[config.mk]
export PLATFORM = sky130hd
export DESIGN_NAME = spi_reg_target
export DESIGN_NICKNAME = d
export VERILOG_FILES = /design/src/rtl/spi_reg_target_pkg.sv /design/src/rtl/spi_edge_detect.sv /design/src/rtl/spi_reg_target.sv
export SDC_FILE = /design/constraint.sdc
export NUM_CORES = 1
export LEC_CHECK = 0
export BUFFER_PORTS_ARGS = -buffer_cell sky130_fd_sc_hd__buf_2
export CORE_MARGIN = 10
export CORE_UTILIZATION = 52
export CTS_CLUSTER_DIAMETER = 80
export CTS_CLUSTER_SIZE = 12
export DETAILED_ROUTE_END_ITERATION = 16
export PLACE_DENSITY_LB_ADDON = 0.3
export SLEW_MARGIN = 20
export SYNTH_ARGS = -nofsm -noshare
export SYNTH_HDL_FRONTEND = slang
export SYNTH_HIERARCHICAL = 1
export SYNTH_SLANG_ARGS = --single-unit
[constraint.sdc]
create_clock -name clk -period 2.5 [get_ports clk]
set_input_delay 0.375 -clock clk [delete_from_list [all_inputs] [get_ports clk]]
set_output_delay 0.375 -clock clk [all_outputs]
set_load 0.03 [all_outputs]
[src/rtl/spi_reg_target_pkg.sv]
// Shared FSM states, transaction width codes and width helpers for the SPI register target.
package spi_reg_target_pkg;

  typedef enum logic [2:0] {
    S_IDLE,
    S_HDR,
    S_WDATA,
    S_TURN,
    S_RDATA,
    S_DONE
  } state_t;

  localparam logic [1:0] W_BYTE = 2'b00;
  localparam logic [1:0] W_HALF = 2'b01;
  localparam logic [1:0] W_WORD = 2'b10;
  localparam logic [1:0] W_NONE = 2'b11;

  function automatic logic [5:0] width_bits(input logic [1:0] w);
    case (w)
      W_BYTE:  return 6'd8;
      W_HALF:  return 6'd16;
      default: return 6'd32;
    endcase
  endfunction

  function automatic logic [31:0] width_mask(input logic [1:0] w);
    case (w)
      W_BYTE:  return 32'h0000_00FF;
      W_HALF:  return 32'h0000_FFFF;
      default: return 32'hFFFF_FFFF;
    endcase
  endfunction

endpackage

[src/rtl/spi_edge_detect.sv]
// Registers the pre-synchronized SPI clock once and flags its rising/falling edges for one clk.
module spi_edge_detect (
  input  logic clk,
  input  logic rst_n,
  input  logic spi_clk,
  output logic rise,
  output logic fall
);

  logic prev;

  always_ff @(posedge clk or negedge rst_n) begin
    if (!rst_n) prev <= 1'b0;
    else        prev <= spi_clk;
  end

  assign rise = spi_clk & ~prev;
  assign fall = ~spi_clk & prev;

endmodule

[src/rtl/spi_reg_target.sv]
// SPI mode-0 register target: decodes clk-oversampled frames onto a peripheral register bus.
// Header/write results commit one clk after the final rise; reads answer with zeros if data misses turnaround.
module spi_reg_target
  import spi_reg_target_pkg::*;
#(
  parameter int ADDR_W    = 6,
  parameter int REG_W     = 32,
  parameter int TURN_BITS = 8
) (
  input  logic              clk,
  input  logic              rst_n,
  input  logic              ena,
  input  logic              spi_cs_n,
  input  logic              spi_clk,
  input  logic              spi_mosi,
  output logic              spi_miso,
  output logic [ADDR_W-1:0] reg_addr,
  output logic              reg_rw,
  output logic [1:0]        txn_width,
  output logic              reg_addr_v,
  input  logic [REG_W-1:0]  reg_data_i,
  input  logic              reg_data_i_dv,
  output logic [REG_W-1:0]  reg_data_o,
  output logic              reg_data_o_dv,
  output logic              rd_late
);

  localparam int HDR_BITS = 3 + ADDR_W;
  localparam int SR_W     = (HDR_BITS > REG_W) ? HDR_BITS : REG_W;
  localparam int CNT_W    = 6;

  logic rise, fall;

  spi_edge_detect u_edge (
    .clk     (clk),
    .rst_n   (rst_n),
    .spi_clk (spi_clk),
    .rise    (rise),
    .fall    (fall)
  );

  state_t             state, state_nxt;
  logic [CNT_W-1:0]   cnt;
  logic [SR_W-2:0]    sr;
  logic [SR_W-1:0]    sr_in;
  logic [REG_W-1:0]   rd_buf, osr;
  logic               rd_have, armed;
  logic               start, hdr_last, wr_last, turn_load, abort;
  logic [1:0]         hdr_w;
  logic [5:0]         n_bits;

  assign sr_in  = {sr, spi_mosi};
  assign hdr_w  = sr_in[HDR_BITS-2 -: 2];
  assign n_bits = width_bits(txn_width);
  assign abort  = spi_cs_n && (state != S_IDLE);

  always_ff @(posedge clk or negedge rst_n) begin
    if (!rst_n) state <= S_IDLE;
    else        state <= state_nxt;
  end

  always_comb begin
    state_nxt = state;
    start     = 1'b0;
    hdr_last  = 1'b0;
    wr_last   = 1'b0;
    turn_load = 1'b0;
    if (!ena || abort) begin
      state_nxt = S_IDLE;
    end else begin
      case (state)
        S_IDLE: if (!spi_cs_n && armed) begin
          start     = 1'b1;
          state_nxt = S_HDR;
        end
        S_HDR: if (rise && cnt == CNT_W'(HDR_BITS - 1)) begin
          hdr_last = 1'b1;
          if (hdr_w == W_NONE)        state_nxt = S_DONE;
          else if (sr_in[HDR_BITS-1]) state_nxt = S_WDATA;
          else                        state_nxt = S_TURN;
        end
        S_WDATA: if (rise && cnt == n_bits - 6'd1) begin
          wr_last   = 1'b1;
          state_nxt = S_DONE;
        end
        S_TURN: if (fall && cnt == CNT_W'(TURN_BITS)) begin
          turn_load = 1'b1;
          state_nxt = S_RDATA;
        end
        S_RDATA: if (rise && cnt == n_bits - 6'd1) state_nxt = S_DONE;
        default: ;
      endcase
    end
  end

  always_ff @(posedge clk or negedge rst_n) begin
    if (!rst_n) begin
      cnt           <= '0;
      sr            <= '0;
      rd_buf        <= '0;
      osr           <= '0;
      rd_have       <= 1'b0;
      armed         <= 1'b0;
      reg_addr      <= '0;
      reg_rw        <= 1'b0;
      txn_width     <= W_BYTE;
      reg_addr_v    <= 1'b0;
      reg_data_o    <= '0;
      reg_data_o_dv <= 1'b0;
      rd_late       <= 1'b0;
    end else begin
      reg_data_o_dv <= 1'b0;
      rd_late       <= 1'b0;
      // A frame already in flight when reset released is skipped until cs_n is seen high.
      if (spi_cs_n) armed <= 1'b1;
      if (rise) begin
        cnt <= cnt + 1'b1;
        sr  <= sr_in[SR_W-2:0];
      end
      if (start) begin
        cnt     <= '0;
        sr      <= '0;
        rd_have <= 1'b0;
      end
      if (hdr_last) begin
        cnt <= '0;
        sr  <= '0;
        if (hdr_w != W_NONE) begin
          reg_rw     <= sr_in[HDR_BITS-1];
          txn_width  <= hdr_w;
          reg_addr   <= sr_in[ADDR_W-1:0];
          reg_addr_v <= ~sr_in[HDR_BITS-1];
        end
      end
      if (wr_last) begin
        reg_data_o    <= sr_in[REG_W-1:0] & width_mask(txn_width);
        reg_data_o_dv <= 1'b1;
      end
      if (turn_load) begin
        cnt <= '0;
        if (rd_have) begin
          osr <= rd_buf << (6'(REG_W) - n_bits);
        end else begin
          osr        <= '0;
          rd_late    <= 1'b1;
          reg_addr_v <= 1'b0;
        end
      end
      if (state == S_RDATA && fall) osr <= {osr[REG_W-2:0], 1'b0};
      if (reg_addr_v && reg_data_i_dv) begin
        rd_buf     <= reg_data_i & width_mask(txn_width);
        rd_have    <= 1'b1;
        reg_addr_v <= 1'b0;
      end
      if (abort || !ena) reg_addr_v <= 1'b0;
    end
  end

  assign spi_miso = (state == S_RDATA) & osr[REG_W-1];

endmodule

Yosys cells after proc, flatten, opt, wreduce, memory -nomap -nowiden
Index checks and enable logic that the tools add are counted.
{"block": "totals", "regBits": 151, "inputBits": 39, "out_inout_bits": 45, "wordCells": 106}
{"block": "classes", "add_sub_neg": 3, "n_eq_ne": 13, "shifts": 1, "n_mux": 45, "bitwise": 8, "n_reduce_logical": 21}
{"cell": "$mux 32", "n": 5}
{"cell": "$mux 31", "n": 3}
{"cell": "$and 32x32->32", "n": 2}
{"cell": "$pmux 32 s2", "n": 1}
{"cell": "$shl 32x6->32", "n": 1}
{"cell": "$mux 1", "n": 24}
{"cell": "$mux 6", "n": 4}
{"cell": "$mux 3", "n": 6}
{"cell": "$pmux 3 s4", "n": 1}
{"cell": "$pmux 6 s2", "n": 1}
{"cell": "$ne 3x3->1 const B", "n": 3}
{"cell": "$logic_and 1x1->1", "n": 7}
{"cell": "$add 6x1->6 const B", "n": 1}
{"cell": "$eq 3x2->1 const B", "n": 2}
{"cell": "$eq 6x4->1 const B", "n": 1}
{"cell": "$eq 6x6->1", "n": 1}
{"cell": "$reduce_bool 3->1", "n": 2}
{"cell": "$sub 6x1->6 const B", "n": 1}
{"cell": "$sub 6x6->6 const A", "n": 1}
{"cell": "$reduce_and 5->1", "n": 1}
{"cell": "$reduce_bool 5->1", "n": 1}
{"cell": "$reduce_bool 2->1", "n": 2}
{"cell": "$reduce_bool 4->1", "n": 1}
{"cell": "$and 1x1->1", "n": 3}
{"cell": "other kinds (13)", "n": 16}

Depth between registers and ports, before layout
Gate-level depths: netlist of the first run.
{"block": "depth", "ltp_word": 11, "depth_mapped": 13, "mapped_depth_nobuf": 8}

Cells and area by module
The synthesis of the first run kept the hierarchy.
{"module": "spi_reg_target", "n_inst": 1, "cells_per_inst": 622, "area_per_inst_um2": 6701.4, "seq_area_each_um2": 3753.6}
{"module": "spi_edge_detect", "n_inst": 1, "cells_per_inst": 3, "area_per_inst_um2": 40.0, "seq_area_each_um2": 25.0}

Least setup slack after synthesis of the first run
No wires, ideal clock.
{"block": "synth_path", "path_kind": "register -> register", "start": "register txn_width[1]", "end": "register reg_data_o[25]", "setup_ps": 134, "t_arrival_ps": 2623, "required_ps": 2366, "path_slack_ps": -257, "path_stages_with_launch": 14, "period_less_slack_ps": 2757, "path_cell_list": "dfrtp_1 > nor2_4 > inv_2 > clkbuf_1 > buf_2 > buf_1 > ha_1 > xor2_1 > xnor2_1 > nand4_1 > buf_2 > buf_2 > nand2_1 > o21ai_0"}
{"block": "synth_via", "elab_chain_len": 8}
{"item": "from (decl)", "line": "spi_reg_target.sv:19", "source": "output logic [1:0] txn_width,"}
{"item": "from (signal assigned)", "line": "spi_reg_target.sv:130", "source": "txn_width <= hdr_w;"}
{"item": "$eq 2x1->1 / $logic_not 2->1 (equally long branches)", "line": "spi_reg_target_pkg.sv:19, spi_reg_target_pkg.sv:27"}
{"item": "$pmux 6 s2", "line": "spi_reg_target_pkg.sv:19", "source": "case (w)"}
{"item": "$sub 6x1->6", "line": "spi_reg_target.sv:82", "source": "S_WDATA: if (rise && cnt == n_bits - 6'd1) begin"}
{"item": "$eq 6x6->1", "line": "spi_reg_target.sv:82"}
{"item": "$logic_and 1x1->1", "line": "spi_reg_target.sv:82"}
{"item": "$mux 1", "line": "spi_reg_target.sv:82"}
{"item": "$mux 1", "line": "spi_reg_target.sv:71", "source": "case (state)"}
{"item": "$mux 1", "line": "spi_reg_target.sv:68", "source": "if (!ena || abort) begin"}
{"item": "to (signal assigned)", "line": "spi_reg_target.sv:136", "source": "reg_data_o <= sr_in[REG_W-1:0] & width_mask(txn_width);"}
{"item": "to (decl)", "line": "spi_reg_target.sv:23", "source": "output logic [REG_W-1:0] reg_data_o,"}
Parallel ways exist; a longest one is shown, timed or not. The select of a mux whose other input is x is not followed.
A chain may end at the register's enable or synchronous reset.

Final worst setup path of the first run
{"block": "layout_path", "start": "register cnt[4]", "end": "register osr[3]"}
{"block": "layout_via", "elab_chain_len": 6}
{"item": "from (decl)", "line": "spi_reg_target.sv:43", "source": "logic [CNT_W-1:0] cnt;"}
{"item": "from (signal assigned)", "line": "spi_reg_target.sv:117", "source": "cnt <= cnt + 1'b1;"}
{"item": "$eq 6x4->1", "line": "spi_reg_target.sv:86", "source": "S_TURN: if (fall && cnt == CNT_W'(TURN_BITS)) begin"}
{"item": "$logic_and 1x1->1", "line": "spi_reg_target.sv:86"}
{"item": "$mux 1", "line": "spi_reg_target.sv:86"}
{"item": "$mux 1", "line": "spi_reg_target.sv:71"}
{"item": "$mux 1", "line": "spi_reg_target.sv:68"}
{"item": "$reduce_bool 2->1 (no source line)"}
{"item": "to (signal assigned)", "line": "spi_reg_target.sv:142", "source": "osr <= rd_buf << (6'(REG_W) - n_bits);"}
{"item": "to (signal assigned)", "line": "spi_reg_target.sv:149", "source": "if (state == S_RDATA && fall) osr <= {osr[REG_W-2:0], 1'b0};"}
{"item": "to (decl)", "line": "spi_reg_target.sv:46", "source": "logic [REG_W-1:0] rd_buf, osr;"}
Every way passes these cells.

==> flow_metrics.env, run 1 <==
export IMPL_drtIter0Drc=444
export IMPL_grt_pass1_vias=5403
export IMPL_synth_main_ff_cell="dfrtp_1"
export IMPL_drv_cap=0
export IMPL_ctsResizeCount=0
export IMPL_rsz0062_at_grt="no"
export IMPL_initial_core_util_pct=53.2
export IMPL_dr_pass1_iters=6
export IMPL_p_leak_uw=0.00387
export IMPL_antenna_found_initial=0
export IMPL_via_count=4968
export IMPL_synth_area_per_cell_um2=10.8
export IMPL_ir_drop_mv=0.521
export IMPL_worst_setup_path_end_kind="flip-flop"
export IMPL_root_buffer="clkbuf_16"
export IMPL_synth_distinct_cells=54
export IMPL_yosys_warnings=6
export IMPL_final_util_pct=63.2
export IMPL_crit_required_ns=2.80
export IMPL_drive_above_1_share_pct=23.1
export IMPL_tritoncts="done"
export IMPL_synth_compound_area_share_pct=14.3
export IMPL_row_count=41
export IMPL_cts_buffers=17
export IMPL_wirelength_um=15500
export IMPL_synthMuxAreaShare_pct=10.2
export IMPL_instances_no_fill=886
export IMPL_track_usage_pct=18.0
export IMPL_placed_area_um2=7330
export IMPL_maxSlewHeadroom_pct=53.3
export IMPL_syn_instance_count=625
export IMPL_drcViolationCount=0
export IMPL_gp_congestion=0.867
export IMPL_final_nets=744
export IMPL_drv_slew=0
export IMPL_ys_ff_latch=151
export IMPL_p_total_uw=6160
export IMPL_setup_violations=0
export IMPL_start_kind="flip-flop"
export IMPL_max_freq_mhz=476
export IMPL_grt_first_pass_wirelength_um=26400
export IMPL_grt_max_degree=58
export IMPL_crit_type="flip-flop to flip-flop"
export IMPL_htreeDepth=4
export IMPL_clock_skew_ns=0.00728
export IMPL_stdcell_area_um2=8010
export IMPL_cp_max_fo=32
export IMPL_dp_cells=853
export IMPL_status="finished, final reports clean"
export IMPL_fin_crit_ns=2.10
export IMPL_cts_clk_slew_worst_paths_ns=0.06
export IMPL_finalSetupTns_ns=0
export IMPL_synthAdderAreaFrac_pct=0.742
export IMPL_drtAntennaViolNets=0
export IMPL_die_w_um=134
export IMPL_power_density_nw_per_um2=770
export IMPL_viasPerCell=5.61
export IMPL_synth_xor_area_share_pct=1.30
export IMPL_synth_area_um2=6740
export IMPL_tightestPinTransition_ns=0.698
export IMPL_synth_nets=668
export IMPL_layout_cells_most_common="dfrtp_1"
export IMPL_dp_hpwl_um=10800
export IMPL_synthSimpleGateAreaFrac_pct=13.3
export IMPL_fp_dieArea_um2=17900
export IMPL_numPortBuffers=83
export IMPL_final_cell_mix="dfrtp_1, nand2_1, buf_2"
export IMPL_max_clock_path_buffers=2
export IMPL_synth_top_family_by_area="compound AO/OA/AOI/OAI gates"
export IMPL_overflow=0
export IMPL_area_growth_pct=18.8
export IMPL_critPathArrivalTime_ns=2.40
export IMPL_clock_sinks=151
export IMPL_die_y_um=134
export IMPL_ios=84
export IMPL_wl_per_cell_um=17.5
export IMPL_async_flop_share_pct=100
export IMPL_diodes=0
export IMPL_hold_viol=0
export IMPL_timing_final_crit_share_pct=84.0
export IMPL_insertion_delay_ns=0.43
export IMPL_worstHoldPathType="input port to flip-flop"
export IMPL_synth_edf_count=0
export IMPL_core_area_um2=12700
export IMPL_seq_area_frac_synth_pct=56.1
flip-flops by register name, indices dropped and copies added, names as in the netlist:
signal / flops
rd_buf: 32
rd_have: 1
cnt: 6
txn_width: 2
reg_data_o: 32
u_edge/prev: 1
reg_addr: 6
state: 3
sr: 31
rd_late: 1
reg_data_o_dv: 1
osr: 32
reg_addr_v: 1
reg_rw: 1
armed: 1
stage by stage:
step / hold slack, ns / setup WS, ns
global placement: 0.351 / 0.495
floorplan: 0.0794 / 0.0174
detailed placement: 0.352 / 0.422
CTS: 0.0672 / 0.404
finish: 0.0821 / 0.400
global route: 0.0770 / 0.276
kinds of logic after synthesis:
kind of cell	Yosys count
buf+inv	61
flops	151
compound gates	142
fa+ha+maj	4
xor+xnor	10
simple gates	191
mux	66
critical path, cell delays in order (launching register included):
cell	delay, ns
dfrtp_1	0.45
nor4b_4	0.49
and3_4	0.31
a21oi_4	0.05
buf_4	0.26
a222oi_1	0.33
inv_1	0.08
area by class of cell:
type	instances	area, µm²
Clock buffer	20	447
Clock inverter	12	224
Fill cell	1037	4660
Inverter	16	60.1
Multi-Input combinational cell	413	2700
Sequential cell	151	3780
Tap cell	172	215
Timing Repair Buffer	102	579
cells in the mapped netlist, drive strengths merged, types with 2 or more instances:
cell type,instances,area [µm²]
a21oi,11,77.6
nor2,47,184
nor2b,2,12.5
clkbuf,25,95.1
mux2i,43,430
o21ai,59,295
a211oi,17,133
mux2,23,259
o2111ai,2,17.5
and2,9,56.3
a22oi,16,120
ha,4,50.1
nand4,6,58.8
xor2,6,52.6
buf,20,120
a221o,8,81.3
nand2b,2,12.5
inv,16,60.1
nand2,104,390
and3,5,36.3
a222oi,7,70.1
nand3,7,47.6
xnor2,4,35.0
a22o,9,78.8
dfrtp,151,3780
a31oi,9,56.3
worst paths after layout:
| path | startpoint | end | slack (ns) | cells after the start |
|---|---|---|---|---|
| max | cnt[4] | osr[3] | 0.40 | 6 |
| min | spi_clk | u_edge/prev | 0.08 | 1 |
| max reg2reg | cnt[4] | osr[3] | 0.40 | 6 |
| min reg2reg | rd_buf[24] | rd_buf[24] | 0.48 | 2 |
| max in group asynchronous | rst_n | rd_buf[23] | 1.28 | 3 |
| min in group asynchronous | rst_n | rd_buf[6] | 0.48 | 2 |
metal layers:
| metal | global-route usage, % | up-vias | wire [µm] |
|---|---|---|---|
| li1 | - | 2341 | - |
| met5 | 0 | - | 0 |
| met3 | 4.85 | 49 | 753 |
| met2 | 31.2 | 136 | 8160 |
| met1 | 20.1 | 2442 | 6050 |
| met4 | 8.65 | 0 | 515 |
repair_timing:
action                                 4_1_cts  5_1_grt
buffers inserted                             0        0
hold buffers                                 1        0
endpoints found under the hold margin       49        0
where the power goes:
part	switching, µW	total (µW)	internal [µW]
logic	404	630	225
clock network	995	2890	1900
registers	119	2640	2520
total	1520	6160	4640
Note: power is estimated with default switching activity, not from simulation.
==> run 2: changes to the inputs <==
Settings changed: ABC_AREA from default to 1, CORE_UTILIZATION 52 to 53.
Clock period 2.5 ns to 1.9 ns, I/O delays scaled along.
==> run 2 against run 1 <==
The flow now finishes with violations (negative setup slack). Clock skew up 0.0082 ns. Final area up 16%. Via count up 30%. First-iteration DRC count up 40%. Clock-buffer cell count down 1. Power up 60%. Critical endpoint is now reg_data_o[28].
==> flow_metrics.env, run 2 <==
export IMPL_status="complete, but fails checks"
export IMPL_violations="negative setup slack"
export IMPL_drcViolationCount=0
export IMPL_gp_congestion=0.876
export IMPL_drv_cap=0
export IMPL_cpPeakStageDelay_ns=0.42
export IMPL_maxSlewHeadroom_pct=64.1
export IMPL_fin_crit_ns=1.99
export IMPL_die_w_um=136
export IMPL_via_count=6468
export IMPL_dr_pass1_iters=6
export IMPL_worst_path_buf_inv=4
export IMPL_synth_area_um2=7160
export IMPL_insertion_delay_ns=0.43
export IMPL_ff2ff_path_depth=14
export IMPL_drtIter0Drc=620
export IMPL_async_flop_share_pct=100
export IMPL_viasPerCell=5.41
export IMPL_tightestPinTransition_ns=0.539
export IMPL_reg_largest_list="osr (32), rd_buf (32), reg_data_o (32)"
export IMPL_synth_top_family_by_area="simple AND/OR/NAND/NOR gates"
export IMPL_placed_area_um2=8030
export IMPL_hold_viol=0
export IMPL_grt_first_pass_wirelength_um=29900
export IMPL_synth_area_per_cell_um2=8.02
export IMPL_final_cell_mix="nand2_1, dfrtp_1, inv_1"
export IMPL_hold_end="rd_buf[6]"
export IMPL_wl_per_cell_um=16.9
export IMPL_synth_most_common_cell="nand2_1"
export IMPL_crit_required_ns=2.22
export IMPL_num_fill_cells=1017
export IMPL_worstHoldPathType="input port to flip-flop"
export IMPL_drive_above_1_share_pct=26.8
export IMPL_clock_sinks=151
export IMPL_wirelength_um=20300
export IMPL_layout_cells_most_common="nand2_1"
export IMPL_clock_skew_ns=0.0154
export IMPL_stdcell_area_um2=9310
export IMPL_timing_rr_end="reg_data_o[28]"
export IMPL_grt_max_degree=54
export IMPL_synthAdderAreaFrac_pct=0.699
export IMPL_dp_slack_ns=-0.128
export IMPL_synth_edf_count=0
export IMPL_initial_core_util_pct=54.1
export IMPL_cp_slowest_cell="dfrtp_2"
export IMPL_r2r_slack_ns=-0.09
export IMPL_fp_dieArea_um2=18600
export IMPL_start_kind="flip-flop"
export IMPL_drtAntennaViolNets=0
export IMPL_reg2reg_from="txn_width[1]"
export IMPL_synth_top_cell_by_area="dfrtp_1"
export IMPL_synth_xor_area_share_pct=0.245
export IMPL_rsz0062_at_grt="yes"
export IMPL_instances_no_fill=1196
export IMPL_fin_hold_ws_ns=0.0665
export IMPL_worst_setup_path_end_kind="flip-flop"
export IMPL_dp_hpwl_um=12200
export IMPL_critPathArrivalTime_ns=2.31
export IMPL_setup_violations=32
export IMPL_synth_area_leaders="dfrtp_1, nand2_1, o21ai_0, inv_1, nand3_1"
export IMPL_root_buffer="clkbuf_16"
export IMPL_cp_max_fo=6
export IMPL_holdCritStartpoint="reg_data_i[6]"
export IMPL_synth_compound_area_share_pct=12.9
export IMPL_numPortBuffers=83
export IMPL_htreeDepth=4
export IMPL_synth_nets=936
export IMPL_final_nets=1050
export IMPL_max_clock_path_buffers=2
export IMPL_ys_ff_latch=151
export IMPL_drv_slew=0
export IMPL_core_area_um2=13200
export IMPL_die_y_um=136
export IMPL_tritoncts="done"
export IMPL_max_freq_mhz=504
export IMPL_synth_top_cell_area_share_pct=52.8
export IMPL_holdPathStages=3
export IMPL_yosys_top_cells_count="nand2_1, dfrtp_1, inv_1"
export IMPL_timing_final_crit_share_pct=105
export IMPL_synth_distinct_cells=27
export IMPL_worst_slack_ns=-0.0858
export IMPL_synth_main_ff_cell="dfrtp_1"
export IMPL_diodes=0
export IMPL_cpLargestDelayFamily="simple AND/OR/NAND/NOR gates"
export IMPL_yosys_warnings=6
export IMPL_cts_buffers=17
export IMPL_antenna_found_initial=0
export IMPL_ios=84
export IMPL_area_growth_pct=30.0
export IMPL_ir_drop_mv=0.729
export IMPL_synthMuxAreaShare_pct=0
export IMPL_power_density_nw_per_um2=1060
export IMPL_grt_pass1_vias=6030
export IMPL_cts_clk_slew_worst_paths_ns=0.07
export IMPL_p_leak_uw=0.00484
export IMPL_track_usage_pct=20.0
export IMPL_seq_area_frac_synth_pct=52.8
export IMPL_row_count=42
export IMPL_synthSimpleGateAreaFrac_pct=23.7
export IMPL_syn_instance_count=893
export IMPL_dp_cells=1144
export IMPL_p_total_uw=9830
export IMPL_crit_type="flip-flop to flip-flop"
export IMPL_path_cells="inv_4, nand2_4, ha_4, nand2_2, inv_2, nor2_1, nand2_1, nor2_2, nand2_4, inv_8, nand2_8, clkbuf_16, nand2_2, o21ai_1"
export IMPL_overflow=0
[run 2: repair_timing]
action | CTS | global route
buffers inserted | 0 | 5
pin swaps | 1 | 17
cloned | 1 | 12
hold buffers | 2 | 0
setup endpoints to repair | 10 | 80
resized for setup | 2 | 121
hold endpoints to repair | 49 | 0
[run 2: final cells by class]
class	count	area, µm²	area share, %
Tap cell	176	220	2.37
Clock inverter	13	149	1.60
Timing Repair Buffer	141	1160	12.5
Clock buffer	19	443	4.76
Sequential cell	151	3780	40.6
Multi-Input combinational cell	576	3080	33.1
Inverter	120	468	5.03
[run 2: tightest hold or removal path, delay by kind of cell]
kind / cells / cell delay (ns)
buffers and inverters: 1 / 0.08
AOI/OAI and AO/OA: 1 / 0.05
and+or+nand+nor: 1 / 0.04
[run 2: cell families (layout without fill, tap and decap cells)]
family	after synthesis	count (layout)
xor gates and xnor gates	2	2
DFF	151	151
buffers and inverters	168	293
and+or+nand+nor	402	404
adders and majority gates	4	4
AOI/OAI and AO/OA	166	166
[run 2: how the worst max path moves through the flow]
stage                      start              to  slack [ns]  depth (start not counted)
finish              txn_width[1]  reg_data_o[28]       -0.09                         14
global route        txn_width[1]  reg_data_o[28]       -0.14                         14
detailed placement        cnt[1]          cnt[0]       -0.13                          7
CTS                 txn_width[1]   reg_data_o[1]      0.0002                         14
global placement          cnt[1]          cnt[0]       -0.04                          7
floorplan           txn_width[1]   reg_data_o[1]        0.02                         16
[run 2: stage by stage]
step	setup TNS (ns)	util [%]
floorplan	0	-
global placement	-0.101	60.7
detailed placement	-0.607	60.7
CTS	0	65.3
global route	-3.16	70.3
finish	-1.93	70.3
[run 2: per-layer routing]
layer | vias to the layer above | track usage (%) | share of wire (%)
li1 | 3077 | - | -
met1 | 3118 | 27.4 | 43
met2 | 243 | 30.6 | 48
met3 | 30 | 5.57 | 7.0
met4 | 0 | 5.68 | 1.4
met5 | - | 0 | 0
[run 2: report_power, final]
part	internal [µW]	leakage (µW)	switching [µW]
Sequential	3780	0.00188	404
Combinational	845	0.00269	1430
Clock	1980	0.000268	1390
Total	6600	0.00484	3230
==> run 3: changes to the inputs <==
Settings changed: CORE_ASPECT_RATIO from default to 2.
==> run 3 against run 2 <==
The run now ends clean. Die area is 1.5% higher. Worst setup slack improved by 0.087 ns. Worst hold slack improved by 0.0030 ns. Power shrank 1.1%. Global-route usage rose by 1.0 points. Clock-buffer cell count shrank 2. Cell count down 2.0%.
==> flow_metrics.env, run 3 (synthesis gave the netlist of run 2 again) <==
export IMPL_ios=84
export IMPL_area_growth_pct=27.3
export IMPL_grt_max_degree=75
export IMPL_viasPerCell=5.42
export IMPL_numPortBuffers=83
export IMPL_stdcell_area_um2=9110
export IMPL_grt_pass1_vias=6420
export IMPL_cts_clk_slew_worst_paths_ns=0.07
export IMPL_crit_type="flip-flop to flip-flop"
export IMPL_tritoncts="done"
export IMPL_timing_final_crit_share_pct=100
export IMPL_num_fill_cells=1102
export IMPL_insertion_delay_ns=0.43
export IMPL_final_nets=1047
export IMPL_clock_sinks=151
export IMPL_max_freq_mhz=527
export IMPL_cts_buffers=17
export IMPL_fin_crit_ns=1.90
export IMPL_reg_largest_list="osr (32), rd_buf (32), reg_data_o (32)"
export IMPL_worst_setup_path_end_kind="flip-flop"
export IMPL_drtIter0Drc=272
export IMPL_drcViolationCount=0
export IMPL_row_count=60
export IMPL_worstHoldPathType="input port to flip-flop"
export IMPL_die_y_um=184
export IMPL_htreeDepth=4
export IMPL_finalSetupTns_ns=0
export IMPL_rsz0062_at_grt="yes"
export IMPL_p_leak_uw=0.00478
export IMPL_layout_cells_most_common="nand2_1"
export IMPL_ir_drop_mv=1.10
export IMPL_drtAntennaViolNets=0
export IMPL_track_usage_pct=21.1
export IMPL_placed_area_um2=7930
export IMPL_status="finished, final reports clean"
export IMPL_wirelength_um=20100
export IMPL_wl_per_cell_um=17.2
export IMPL_drv_slew=0
export IMPL_setup_violations=0
export IMPL_dp_cells=1118
export IMPL_start_kind="flip-flop"
export IMPL_die_w_um=102
export IMPL_multi_input_area_um2=3040
export IMPL_critPathArrivalTime_ns=2.21
export IMPL_clock_skew_ns=0.00875
export IMPL_power_density_nw_per_um2=1070
export IMPL_core_area_um2=13400
export IMPL_max_clock_path_buffers=2
export IMPL_root_buffer="clkbuf_16"
export IMPL_dp_hpwl_um=13200
export IMPL_via_count=6355
export IMPL_hold_viol=0
export IMPL_maxSlewHeadroom_pct=57.4
export IMPL_crit_required_ns=2.21
export IMPL_regArea_um2=3780
export IMPL_drv_cap=0
export IMPL_fp_dieArea_um2=18800
export IMPL_drive_above_1_share_pct=25.9
export IMPL_overflow=0
export IMPL_diodes=0
export IMPL_fin_hold_ws_ns=0.0695
export IMPL_p_total_uw=9720
export IMPL_tightestPinTransition_ns=0.637
export IMPL_instances_no_fill=1172
export IMPL_final_cell_mix="nand2_1, dfrtp_1, inv_1"
export IMPL_antenna_found_initial=0
export IMPL_gp_congestion=0.932
export IMPL_grt_first_pass_wirelength_um=30900
export IMPL_dr_pass1_iters=4
export IMPL_cp_max_fo=8
export IMPL_initial_core_util_pct=53.6
==> run 3: worst max-delay path, cell delays in order, from the launching register on <==
cell	delay, ns
dfrtp_2	0.43
inv_4	0.09
nand2_4	0.07
ha_4	0.24
nand2_1	0.06
inv_1	0.03
nor2_1	0.08
nand2_1	0.07
nor2_2	0.10
nand2_2	0.09
clkinv_4	0.10
nand2_8	0.10
clkbuf_16	0.19
nand2_1	0.07
o21ai_1	0.07
==> run 3: cell type report <==
type                    instances  area share (%)
multi-input cells             576            33.3
clock buffers                  17            4.67
clock inverters                15            1.66
repair inverters                1          0.0549
repair buffers                137            11.5
inverters                     120            5.15
well taps                     155            2.13
flip-flops and latches        151            41.5
==> run 3: per-stage QoR <==
step / util, % / worst slack [ns]
2_1_floorplan: - / 0.0161
3_3_place_gp: 59.4 / -0.0415
3_5_place_dp: 59.4 / -0.165
4_1_cts: 64.4 / 0.00495
5_1_grt: 68.2 / -0.135
6_report: 68.2 / 0.000827
==> run 3: metal layers <==
metal	global-route usage (%)	wire length, µm	vias to the layer above
met2	38.0	11300	189
met3	3.68	726	67
li1	-	-	3072
met1	21.5	6950	3027
met5	0	0	-
met4	13.3	1150	0
==> run 3: repair_timing <==
| action | CTS | global route |
|---|---|---|
| gates cloned | 2 | 8 |
| hold buffers | 2 | 0 |
| endpoints found under the setup margin | 56 | 92 |
| hold endpoints to repair | 23 | 0 |
| pin swaps | 2 | 3 |
| resized for setup | 10 | 101 |
| setup buffers | 2 | 8 |
==> run 3: power by group <==
part,total (µW),internal (µW),switching [µW]
Combinational,2230,825,1410
Sequential,4200,3780,421
Clock,3290,1750,1530
Total,9720,6360,3360
==> run 3: path summary, 6_finish.rpt <==
check / from / endpoint / slack [ns] / cells past startpoint
min: spi_cs_n / armed / 0.07 / 3
max in group asynchronous: rst_n / txn_width[0] / 0.96 / 3
min reg2reg: reg_addr[0] / reg_addr[0] / 0.48 / 2
max reg2reg: txn_width[1] / reg_data_o[23] / 0.0008 / 14
max: txn_width[1] / reg_data_o[23] / 0.0008 / 14
min in group asynchronous: rst_n / rd_buf[21] / 0.28 / 2
